File: config.mk
export PLATFORM = sky130hd
export DESIGN_NAME = uart_rx_core
export DESIGN_NICKNAME = d
export VERILOG_FILES = /design/src/rtl/uart_pkg.sv /design/src/rtl/uart_rx_sync.sv /design/src/rtl/uart_rx_core.sv
export SDC_FILE = /design/constraint.sdc
export NUM_CORES = 1
export LEC_CHECK = 0
export CAP_MARGIN = 15
export CORE_UTILIZATION = 55
export DETAILED_ROUTE_END_ITERATION = 7
export HOLD_SLACK_MARGIN = 0.12
export PLACE_DENSITY = 0.79
export REMOVE_ABC_BUFFERS = 1
export SYNTH_ARGS = -nofsm -noshare
export SYNTH_HDL_FRONTEND = slang
export SYNTH_SLANG_ARGS = --single-unit
File: constraint.sdc
create_clock -name clk -period 2.15 [get_ports clk]
set_input_delay 0.215 -clock clk [delete_from_list [all_inputs] [get_ports clk]]
set_output_delay 0.215 -clock clk [all_outputs]
set_load 0.01 [all_outputs]
File: src/rtl/uart_pkg.sv
// Shared UART definitions: receiver state encoding, parity-mode constants and a
// width helper used to size counters in both the RX and TX engines.
package uart_pkg;

  typedef enum logic [2:0] {
    RX_IDLE   = 3'd0,
    RX_START  = 3'd1,
    RX_DATA   = 3'd2,
    RX_PARITY = 3'd3,
    RX_STOP   = 3'd4
  } rx_state_e;

  localparam logic PARITY_EVEN = 1'b0;
  localparam logic PARITY_ODD  = 1'b1;

  // Bits needed to count 0..n-1, never less than one.
  function automatic int width_of(input int n);
    return (n <= 2) ? 1 : $clog2(n);
  endfunction

endpackage

File: src/rtl/uart_rx_sync.sv
// Two-flop synchroniser for an asynchronous input; both flops reset to RST_VAL
// so an idle-high line does not look like a start edge coming out of reset.
module uart_rx_sync #(
  parameter logic RST_VAL = 1'b1
) (
  input  logic clk,
  input  logic rst,
  input  logic d,
  output logic q
);

  logic meta;

  always_ff @(posedge clk or negedge rst) begin
    if (!rst) begin
      meta <= RST_VAL;
      q    <= RST_VAL;
    end else begin
      meta <= d;
      q    <= meta;
    end
  end

endmodule

File: src/rtl/uart_rx_core.sv
// UART receive engine: oversampled start detection with glitch rejection,
// mid-bit data sampling, parity/stop checks and a one-deep valid/ready output.
module uart_rx_core #(
  parameter int DATA_W     = 8,
  parameter int OVERSAMPLE = 16,
  parameter int PARITY_EN  = 1,
  parameter int PARITY_ODD = 0,
  parameter int STOP_BITS  = 1
) (
  input  logic              clk,
  input  logic              rst,
  input  logic              baud_tick,
  input  logic              rxd,
  output logic [DATA_W-1:0] rx_data,
  output logic              rx_valid,
  input  logic              rx_ready,
  output logic              parity_err,
  output logic              frame_err,
  output logic              overrun_err,
  output logic              busy,
  output logic [2:0]        state
);

  import uart_pkg::*;

  localparam int CNT_W = width_of(OVERSAMPLE);
  localparam int IDX_W = width_of(DATA_W);

  localparam logic [CNT_W-1:0] CNT_LAST  = CNT_W'(OVERSAMPLE - 1);
  localparam logic [CNT_W-1:0] CNT_MID   = CNT_W'(OVERSAMPLE / 2 - 1);
  localparam logic [IDX_W-1:0] IDX_LAST  = IDX_W'(DATA_W - 1);
  localparam logic             PAR_EN    = (PARITY_EN != 0);
  localparam logic             PAR_SENSE = (PARITY_ODD != 0) ? uart_pkg::PARITY_ODD : PARITY_EVEN;
  localparam logic             STOP_LAST = (STOP_BITS == 2);

  localparam logic [2:0] S_IDLE   = RX_IDLE;
  localparam logic [2:0] S_START  = RX_START;
  localparam logic [2:0] S_DATA   = RX_DATA;
  localparam logic [2:0] S_PARITY = RX_PARITY;
  localparam logic [2:0] S_STOP   = RX_STOP;

  logic              rxs;
  logic [2:0]        state_q;
  logic [CNT_W-1:0]  cnt;
  logic [IDX_W-1:0]  idx;
  logic [DATA_W-1:0] shift;
  logic              perr;
  logic              ferr;
  logic              stop_idx;
  logic              bit_end;
  logic              done;
  logic              done_ferr;

  uart_rx_sync #(.RST_VAL(1'b1)) u_sync (
    .clk (clk),
    .rst (rst),
    .d   (rxd),
    .q   (rxs)
  );

  assign bit_end   = baud_tick && (cnt == CNT_LAST);
  assign done      = bit_end && (state_q == S_STOP) && (stop_idx == STOP_LAST);
  assign done_ferr = ferr | ~rxs;
  assign busy      = (state_q != S_IDLE);
  assign state     = state_q;

  always_ff @(posedge clk or negedge rst) begin
    if (!rst) begin
      state_q  <= S_IDLE;
      cnt      <= '0;
      idx      <= '0;
      shift    <= '0;
      perr     <= 1'b0;
      ferr     <= 1'b0;
      stop_idx <= 1'b0;
    end else if (baud_tick) begin
      case (state_q)
        S_IDLE: begin
          if (!rxs) begin
            state_q <= S_START;
            cnt     <= '0;
          end
        end
        S_START: begin
          // Re-check the line at mid start bit; a high level means a glitch.
          if (cnt == CNT_MID) begin
            cnt      <= '0;
            idx      <= '0;
            perr     <= 1'b0;
            ferr     <= 1'b0;
            stop_idx <= 1'b0;
            state_q  <= rxs ? S_IDLE : S_DATA;
          end else begin
            cnt <= cnt + 1'b1;
          end
        end
        S_DATA: begin
          if (cnt == CNT_LAST) begin
            shift <= {rxs, shift[DATA_W-1:1]};
            cnt   <= '0;
            idx   <= idx + 1'b1;
            if (idx == IDX_LAST) state_q <= PAR_EN ? S_PARITY : S_STOP;
          end else begin
            cnt <= cnt + 1'b1;
          end
        end
        S_PARITY: begin
          if (cnt == CNT_LAST) begin
            perr    <= rxs ^ (^shift) ^ PAR_SENSE;
            cnt     <= '0;
            state_q <= S_STOP;
          end else begin
            cnt <= cnt + 1'b1;
          end
        end
        S_STOP: begin
          if (cnt == CNT_LAST) begin
            cnt      <= '0;
            ferr     <= done_ferr;
            stop_idx <= stop_idx + 1'b1;
            if (stop_idx == STOP_LAST) state_q <= S_IDLE;
          end else begin
            cnt <= cnt + 1'b1;
          end
        end
        default: state_q <= S_IDLE;
      endcase
    end
  end

  // Output stage: rx_valid/rx_ready handshake; data and flags are stable while
  // rx_valid is high. A completion finding the stage full and undrained is
  // dropped and reported on overrun_err.
  always_ff @(posedge clk or negedge rst) begin
    if (!rst) begin
      rx_data     <= '0;
      rx_valid    <= 1'b0;
      parity_err  <= 1'b0;
      frame_err   <= 1'b0;
      overrun_err <= 1'b0;
    end else begin
      overrun_err <= 1'b0;
      if (done) begin
        if (!rx_valid || rx_ready) begin
          rx_data    <= shift;
          parity_err <= perr;
          frame_err  <= done_ferr;
          rx_valid   <= 1'b1;
        end else begin
          overrun_err <= 1'b1;
        end
      end else if (rx_valid && rx_ready) begin
        rx_valid <= 1'b0;
      end
    end
  end

endmodule
* Word level (Yosys, flattened, before mapping)
Cells that the tools add are included.
** Word-level totals
- Logic and storage cells :: 87
- Output and inout bits :: 16
- Bits in registers :: 35
- Input port bits :: 5
** Cells by class
- Multiplexer cells :: 28
- Eq/ne operators :: 15
- Bitwise operators :: 4
- Reductions and logical operators :: 23
- Add/subtract/negate cells :: 3
** Operator list (count)
- 2-to-1 mux 3 bit :: 9
- case mux 3 bit (5 select lines) :: 1
- != test 2 bit (second input constant) :: 7
- 2-to-1 mux 4 bit :: 3
- case mux 4 bit (3 select lines) :: 1
- AND reduction 4 bit :: 3
- 2-to-1 mux 1 bit :: 9
- AND reduction 8 bit :: 1
- nonzero test 2 bit :: 4
- XOR reduction 8 bit :: 1
- == test 3 x 2 -> 1 bit (second input constant) :: 2
- == test 3 bit (second input constant) :: 2
- case mux 1 bit (2 select lines) :: 3
- case mux 3 bit (2 select lines) :: 1
- AND reduction 3 bit :: 2
- nonzero test 3 bit :: 2
- adder 4 x 1 -> 4 bit (second input constant) :: 1
- == test 4 x 3 -> 1 bit (second input constant) :: 1
- == test 4 bit (second input constant) :: 1
- logical AND 1 bit :: 4
- AND reduction 2 bit :: 2
- adder 3 x 1 -> 3 bit (second input constant) :: 1
- == test 3 x 1 -> 1 bit (second input constant) :: 1
- zero test 3 bit :: 1
- 9 further kinds :: 10

* Longest topological paths before layout
Gate-level depths: netlist (run 1).
- Depth in word-level cells :: 6
- Gate-level depth with buffers :: 6
- Depth with buffers taken out :: 5

* Modules after synthesis
From an unflattened synthesis (run 1), not the netlist that was laid out.
** Second synthesis, totals
- Cells, all modules :: 145
- Area, all modules :: 1722.9 um2
** By module, submodules not included
- uart_rx_core :: instances 1, area each 1670.4 um2, cells each 143, seq. area each 825.8 um2
- uart_rx_sync :: instances 1, area each 52.6 um2, cells each 2, seq. area each 52.6 um2

* Worst setup path after synthesis (run 1)
Ideal clock, no wire load.
- Path type :: reg-to-reg
- Start :: register state_q[2] (netlist: state[2])
- End :: register parity_err
- Period minus slack after synthesis :: 1.965 ns
- Stages on the path, launching flop included :: 5
- Buffers on the path :: 1
- Slack :: 0.185 ns
- Required time :: 2.025 ns
- Data arrival time :: 1.840 ns
- Setup time :: 0.125 ns
- Cell sequence :: dfrtp_1 or3b_1 or4b_4 buf_6 mux2_4
** On the way
- Word-level cells in the longest chain between the ends :: 4
** Ends and longest elaborated chain
- from (decl) :: line uart_rx_core.sv:43 : logic [2:0] state_q;
- from (signal assigned) :: line uart_rx_core.sv:92 : state_q <= rxs ? S_IDLE : S_DATA;
- from (signal assigned) :: line uart_rx_core.sv:102 : if (idx == IDX_LAST) state_q <= PAR_EN ? S_PARITY : S_STOP;
- == test 3 bit :: line uart_rx_core.sv:62 : assign done = bit_end && (state_q == S_STOP) && (stop_idx == STOP_LAST);
- logical AND 1 bit (2 in series) :: line uart_rx_core.sv:62
- AND reduction 2 bit (no source line)
- to (signal assigned) :: line uart_rx_core.sv:146 : parity_err <= perr;
- to (decl) :: line uart_rx_core.sv:17 : output logic parity_err,
Every way passes these cells.
A chain may end at the register's enable or synchronous reset.

* Worst setup path after layout (run 1)
- Start :: register state_q[1] (netlist: state[1])
- End :: output port busy
** On the way
- Word-level cells in the longest chain between the ends :: 1
** Ends and longest elaborated chain
- nonzero test 3 bit :: line uart_rx_core.sv:64 : assign busy = (state_q != S_IDLE);
- to (decl) :: line uart_rx_core.sv:20 : output logic busy,
Every way passes these cells.

==> key figures, run 1 <==
Clock tree
  – Worst-skew pair later-pin latency: 0.35 ns
  – Clock Tree Buf Depth: 2
  – Clk Tree Root Cell: clkbuf_4
  – Post-CTS Repair Setup Buffers: 0
  – Post-CTS Resized: 0
  – Htree depth: 2
  – CTS tree: done
  – CTS sink count: 35
  – Num CTS Buffers: 5
  – Cts hold-fix bufs: 0
  – CTS clk-pin slew, worst paths: 0.12 ns

Power
  – PwrDens: 727 nW/um^2
  – Int Power: 1.11 mW
  – Switch Pwr: 444 uW
  – Pleak: 1.05 nW
  – Max VDD drop: 0.422 mV
  – Part of the power in combinational logic: 22.0%
  – Sequential share of power: 48.2%
  – Clk pwr share: 29.8%
  – Switch share: 28.6%

Cells and area
  – Diode count: 0
  – Share of cells above drive strength 1: 19.8%
  – P&R area growth vs syn: 20.0%
  – Nets: 189

Run
  – Max-cap viol count: 0

Drt
  – Vias/cell: 5.54
  – Met2 WL: 1690 um
  – Drt pass-1 iters: 4
  – Metal3 WL: 137 um
  – Final ANT Viol Nets: 0
  – Via count: 1252
  – Routed metal-1 wirelength: 1460 um
  – DR iter-0 viols: 36
  – Detailed Route WL: 3340 um
  – Top sig layer: met4
  – WL/cell: 14.8 um
  – DRC Markers: 0

Timing
  – Smallest hold slack: 0.248 ns
  – Tmin final: 2.00 ns
  – Total negative slack: 0 ns
  – Fin. max-slew vios: 0
  – Max-slew headroom: 71.5%
  – Peak Freq: 499 MHz
  – Hold Vio Cnt, Final: 0
  – Final Skew: 0.0175 ns
  – RSZ-0062 raised after global routing: false
  – Final-report setup violation count: 0
  – Tightest Pin Transition: 0.426 ns
  – Fin crit share: 93.2%

Yosys
  – Post-synth top flop: dfrtp_1
  – Post-synthesis sequential area ratio: 49.4%
  – Post-Syn Area: 1780 sq um
  – Synth Instances: 153
  – Most numerous cell in the Yosys netlist: dfrtp_1
  – Ys Warns: 0
  – Mean Syn Cell Area: 11.6 sq um
  – Synth top area share: 46.4%
  – Post-synth top area cell: dfrtp_1
  – Post-synth EDFFs: 0
  – Post-synth cell types: 43
  – Dominant cells by area after synthesis: dfrtp_1 46%, mux2_4 6.8%, mux2_2 6.3%, mux2i_1 3.9%, dfstp_2 3.0%
  – Synth top cells by count: 33 x dfrtp_1, 10 x mux2_2, 9 x nand2_1, 9 x o21ai_0, 8 x mux2_4
  – Synth Register Bits: 35
  – Asr flop ratio synth: 100%

Placement
  – Post-DP HPWL: 2350 um
  – Final RePlAce weighted congestion: 0.809
  – IO buf count: 20

GRT
  – First-pass GRT wire length: 5580 um
  – Gr ovfl total: 0
  – GRT Total Usage: 22.2%
  – Vias in the first global route: 1209
  – Initial antenna violation count: 0
  – Largest net degree at the start of global routing: 36

Floorplan
  – Die W: 58.9 um
  – I/O pin count: 21
  – DIE AREA: 3470 sq um
  – Initial Util: 58.3%
  – Cell row count: 20
  – Die Y: 58.9 um
  – Core area: 3050 sq um

Outcome
  – Status: complete, no violations

Setup path
  – Critical Path Start Type: flip-flop
  – Worst-path cell chain: buf_4 > or3_1 > clkdlybuf4s50_1
  – Crit path arrival time: 1.79 ns
  – CP Capture Type: primary output
  – Buf+Inv Stages, Crit Path: 2
  – Setup CP Type: flip-flop to primary output
  – Critical path fanouts, max: 21
  – Delay-heaviest family, CP: buffers and inverters
  – Required time of the critical path: 1.93 ns
  – Max incr delay on CP: 0.49 ns
  – Crit path max-delay cell type: clkdlybuf4s50_1

Min path
  – Hold Crit Class: primary input to async pin
## flip-flops by register name, summed over array words and instances (netlist names), 3 cells and up
signal   count
shift        8
cnt          4
rx_data      8
idx          3
state        3
## cell usage in the layout (no fill, tap or decap), types with 2 or more instances in the layout
cell type,netlist,layout
a21o_1,2,2
a21oi_1,4,4
a22o_1,2,2
buf_4,0,8
clkbuf_1,4,2
clkbuf_4,0,5
clkdlybuf4s50_1,0,20
dfrtp_1,33,33
dfstp_2,2,2
ha_1,3,3
inv_1,4,4
mux2_2,10,10
mux2_4,8,8
mux2i_1,7,7
nand2_1,9,9
nand2b_1,5,5
nand3_1,6,6
nor2_1,6,6
nor2b_1,2,2
nor3_1,5,5
o211ai_1,2,2
o21a_1,2,2
o21ai_0,9,9
or3_1,3,3
xnor2_1,3,3
xnor3_1,2,2
## kinds of logic after synthesis
group	count (synthesis)	synth area share [%]
flops	35	49.4
buf+inv	11	2.81
compound gates	29	10.8
xor+xnor	6	4.50
fa+ha+maj	3	2.11
mux	25	17.0
simple gates	44	13.4
## per-stage QoR
| stage | utilization [%] | instance area, sq um | worst slack [ns] | total power [mW] | instances |
|---|---|---|---|---|---|
| 3_3_place_gp | 67.5 | 2060 | 0.212 | 1.09 | 218 |
| 6_report | 69.9 | 2130 | 0.145 | 1.55 | 226 |
| 3_5_place_dp | 67.5 | 2060 | 0.202 | 1.10 | 218 |
| 4_1_cts | 69.9 | 2130 | 0.131 | 1.56 | 226 |
| 5_1_grt | 69.9 | 2130 | 0.0591 | 1.64 | 226 |
| 2_1_floorplan | - | 1740 | 0.0187 | 0.950 | 146 |
## area by class of cell
cell class / count / area [sq um]
Clock buffer: 7 / 45.0
Tap cell: 44 / 55.1
Inverter: 4 / 15.0
Multi-Input combinational cell: 107 / 851
Fill cell: 255 / 918
Sequential cell: 35 / 878
Timing Repair Buffer: 28 / 260
Clock inverter: 1 / 30.0
## power by group through the flow
| stage | Combinational [mW] | Sequential, mW | Clock (mW) |
|---|---|---|---|
| 3_3_place_gp | 0.329 | 0.756 | 0 |
| 5_1_grt | 0.388 | 0.754 | 0.500 |
| 6_report | 0.342 | 0.748 | 0.462 |
| 4_1_cts | 0.344 | 0.747 | 0.468 |
| 2_1_floorplan | 0.170 | 0.780 | 0 |
| 3_5_place_dp | 0.342 | 0.760 | 0 |
## path summary, 6_finish.rpt
path | start | end | slack (ns) | cells after the start
max in group asynchronous | rst | u_sync.q$_DFF_PN1_ | 1.54 | 2
max reg2reg | cnt[0]$_DFFE_PN0P_ | rx_data[6]$_DFFE_PN0P_ | 0.20 | 4
min | rst | rx_data[1]$_DFFE_PN0P_ | 0.25 | 2
min reg2reg | u_sync.meta$_DFF_PN1_ | u_sync.q$_DFF_PN1_ | 0.37 | 0
max | state[1]$_DFFE_PN0P_ | busy | 0.15 | 3
min in group clk | rxd | u_sync.meta$_DFF_PN1_ | 0.31 | 1
## routing by layer
metal / global-route usage (%) / vias up
li1: - / 607
met1: 27.1 / 608
met2: 37.5 / 32
met3: 5.93 / 5
met4: 8.84 / 0
met5: 0 / -
## worst register-to-register path, stage by stage (launching register included)
cell     delay [ns]
dfrtp_1        0.41
ha_1           0.28
nand3_1        0.13
or4b_4         0.68
mux2_4         0.34
Note: power is estimated with default switching activity, not from simulation.
==> run 2: changes to the inputs <==
--- a/config.mk
+++ b/config.mk
@@ -11,6 +11,7 @@
 export HOLD_SLACK_MARGIN = 0.12
 export PLACE_DENSITY = 0.79
 export REMOVE_ABC_BUFFERS = 1
+export SKIP_CTS_REPAIR_TIMING = 1
 export SYNTH_ARGS = -nofsm -noshare
 export SYNTH_HDL_FRONTEND = slang
 export SYNTH_SLANG_ARGS = --single-unit
==> results of run 2 <==
No change in the layout: final DEF, timing and power equal those of run 1.
==> run 3: changes to the inputs <==
--- a/config.mk
+++ b/config.mk
@@ -8,10 +8,13 @@
 export CAP_MARGIN = 15
 export CORE_UTILIZATION = 55
 export DETAILED_ROUTE_END_ITERATION = 7
+export DONT_BUFFER_PORTS = 1
 export HOLD_SLACK_MARGIN = 0.12
-export PLACE_DENSITY = 0.79
+export PLACE_DENSITY = 0.7
 export REMOVE_ABC_BUFFERS = 1
 export SKIP_CTS_REPAIR_TIMING = 1
+export SLEW_MARGIN = 20
 export SYNTH_ARGS = -nofsm -noshare
 export SYNTH_HDL_FRONTEND = slang
+export SYNTH_HIERARCHICAL = 1
 export SYNTH_SLANG_ARGS = --single-unit
==> key figures, run 3 <==
Outcome
  – Status: finished, violations left
  – Failing checks: DRC

Min path
  – Hold Crit Class: primary input to flip-flop
  – Hold depth: 3

Cells and area
  – Diode count: 0
  – Most frequent cells in the layout: 33 x dfrtp_1, 12 x o21ai_0, 11 x nand2_1, 10 x mux2_4, 7 x mux2_2
  – Finished Core Util: 66.3%
  – Share of cells above drive strength 1: 22.7%
  – Largest registers: rx_data (8), shift (8), cnt (4)
  – Most common cell after layout, fill and taps aside: dfrtp_1
  – P&R area growth vs syn: 9.80%
  – Nets: 161

Power
  – Sequential share of power: 47.0%
  – Max VDD drop: 0.666 mV
  – Part of the power in combinational logic: 24.1%
  – Int Power: 1.15 mW
  – Pleak: 0.940 nW
  – PwrDens: 879 nW/um^2
  – Switch Pwr: 509 uW
  – Clk pwr share: 28.9%
  – Switch share: 30.6%

Clock tree
  – Clk Tree Root Cell: clkbuf_4
  – Num CTS Buffers: 5
  – CTS clk-pin slew, worst paths: 0.10 ns
  – CTS tree: done
  – Htree depth: 2
  – Worst-skew pair later-pin latency: 0.33 ns
  – Clock Tree Buf Depth: 2
  – CTS sink count: 35

Floorplan
  – Die W: 58.0 um
  – DIE AREA: 3360 sq um
  – Initial Util: 60.4%
  – Core area: 2850 sq um
  – Cell row count: 19
  – Die Y: 58.0 um
  – I/O pin count: 21

GRT
  – M2 GR Usage: 29.2%
  – Gr ovfl total: 0
  – Vias in the first global route: 1099
  – Met3 Track Usage GR: 7.14%
  – Largest net degree at the start of global routing: 36
  – Initial antenna violation count: 0
  – Grt peak-use layer: met2
  – M1 GR Usage: 27.8%
  – GRT Total Usage: 19.8%
  – First-pass GRT wire length: 5000 um

Yosys
  – Dominant cells by area after synthesis: dfrtp_1 48%, mux2_4 8.7%, mux2_2 4.6%, o21ai_0 3.5%, dfstp_2 3.1%
  – Mean Syn Cell Area: 11.9 sq um
  – Post-synth top flop: dfrtp_1
  – Post-synth top area cell: dfrtp_1
  – Synth top cells by count: 33 x dfrtp_1, 12 x o21ai_0, 11 x nand2_1
  – Post-synthesis sequential area ratio: 51.0%
  – Synth Instances: 145
  – Synth Register Bits: 35
  – Asr flop ratio synth: 100%
  – Post-synth EDFFs: 0
  – Post-Syn Area: 1720 sq um
  – Most numerous cell in the Yosys netlist: dfrtp_1
  – Synth top area share: 47.9%
  – Post-synth cell types: 44
  – Ys Warns: 6

Drt
  – Vias/cell: 6.07
  – Via count: 1123
  – DRC Markers: 2
  – Final ANT Viol Nets: 0
  – Detailed Route WL: 2900 um
  – Drt pass-1 iters: 6
  – DR iter-0 viols: 45
  – WL/cell: 15.7 um

Setup path
  – Buf+Inv Stages, Crit Path: 0
  – Critical path fanouts, max: 10
  – Flop-to-flop setup slack: 0.23 ns
  – Critical Path Stages: 5
  – Critical Path Start Type: flip-flop
  – Crit path max-delay cell type: or3_4
  – Max incr delay on CP: 0.42 ns
  – Worst-path cell chain: ha_1 > nand4_1 > or3_4 > nand2b_4 > mux2_4
  – Required time of the critical path: 2.37 ns
  – Worst r2r path cells: 5
  – Setup CP Type: flip-flop to flip-flop
  – CP Capture Type: flip-flop
  – Crit path arrival time: 2.14 ns
  – Delay-heaviest family, CP: simple AND/OR/NAND/NOR gates

Timing
  – Tightest Pin Transition: 0.405 ns
  – RSZ-0062 raised after global routing: false
  – Tmin final: 1.92 ns
  – Fin crit share: 89.2%
  – Total negative slack: 0 ns
  – Final Skew: 0.00895 ns
  – Peak Freq: 521 MHz
  – Hold Vio Cnt, Final: 0
  – Fin. max-slew vios: 0
  – Final-report setup violation count: 0
  – Final WS setup: 0.232 ns
  – Max-slew headroom: 73.0%

Placement
  – Post-DP HPWL: 2060 um
  – Final RePlAce weighted congestion: 0.858
  – IO buf count: 0
  – Dpl ws: 0.244 ns

Run
  – Max-cap viol count: 0
[run 3: cell types whose count changed in the layout (fill, tap and decap cells not counted), moves of 4 or more]
| cell | delta |
|---|---|
| clkdlybuf4s50_1 | -20 |
| mux2i_1 | -6 |
| nor3_1 | -4 |
| buf_4 | -4 |
[run 3: stage by stage]
stage                     instance area (sq um)  cells  total power, mW  hold slack, ns
after floorplan                            1690    138             1.06         -0.0806
after global placement                     1760    173             1.15         -0.0799
after detailed placement                   1760    173             1.17         -0.0799
after CTS                                  1840    181             1.65          -0.455
after global routing                       1890    185             1.75           0.149
final                                      1890    185             1.66           0.144
[run 3: final timing paths]
kind                                  startpoint                endpoint
max                           cnt[0]$_DFFE_PN0P_  rx_data[1]$_DFFE_PN0P_
min                                    baud_tick      cnt[3]$_DFFE_PN0P_
min reg2reg                u_sync/meta$_DFF_PN1_      u_sync/q$_DFF_PN1_
min in group asynchronous                    rst    shift[1]$_DFFE_PN0P_
max in group asynchronous                    rst      u_sync/q$_DFF_PN1_
max reg2reg                   cnt[0]$_DFFE_PN0P_  rx_data[1]$_DFFE_PN0P_
[run 3: area by class of cell]
class	instances	area, sq um
clock inverter	2	35.0
clock buffer	6	51.3
sequential	35	878
timing repair buffer	8	80.1
inverter	5	18.8
tap	31	38.8
multi-input combinational	98	790
fill	207	961
[run 3: power by group through the flow]
stage | sequential, mW | clock [mW] | combinational (mW)
floorplan | 0.820 | 0 | 0.239
global placement | 0.790 | 0 | 0.364
detailed placement | 0.792 | 0 | 0.375
CTS | 0.780 | 0.497 | 0.376
global route | 0.788 | 0.522 | 0.444
finish | 0.782 | 0.481 | 0.401
[run 3: logic make-up (layout without fill, tap and decap cells)]
kind of cell	Yosys count	after routing	share of synthesized area (%)
xor+xnor	9	9	5.37
mux	19	19	14.5
compound gates	25	25	8.71
fa+ha+maj	4	4	2.76
buf+inv	12	21	3.20
flops	35	35	51.0
simple gates	41	41	14.5
[run 3: metal layers]
layer	vias up	share of wire, %
met4	0	0.79
met1	547	46
li1	534	-
met2	39	47
met3	3	6.4
met5	-	0
[run 3: worst register-to-register path: stages, from the launching register on]
cell      delay (ns)
dfrtp_1         0.39
ha_1            0.26
nand4_1         0.18
or3_4           0.42
nand2b_4        0.24
mux2_4          0.33
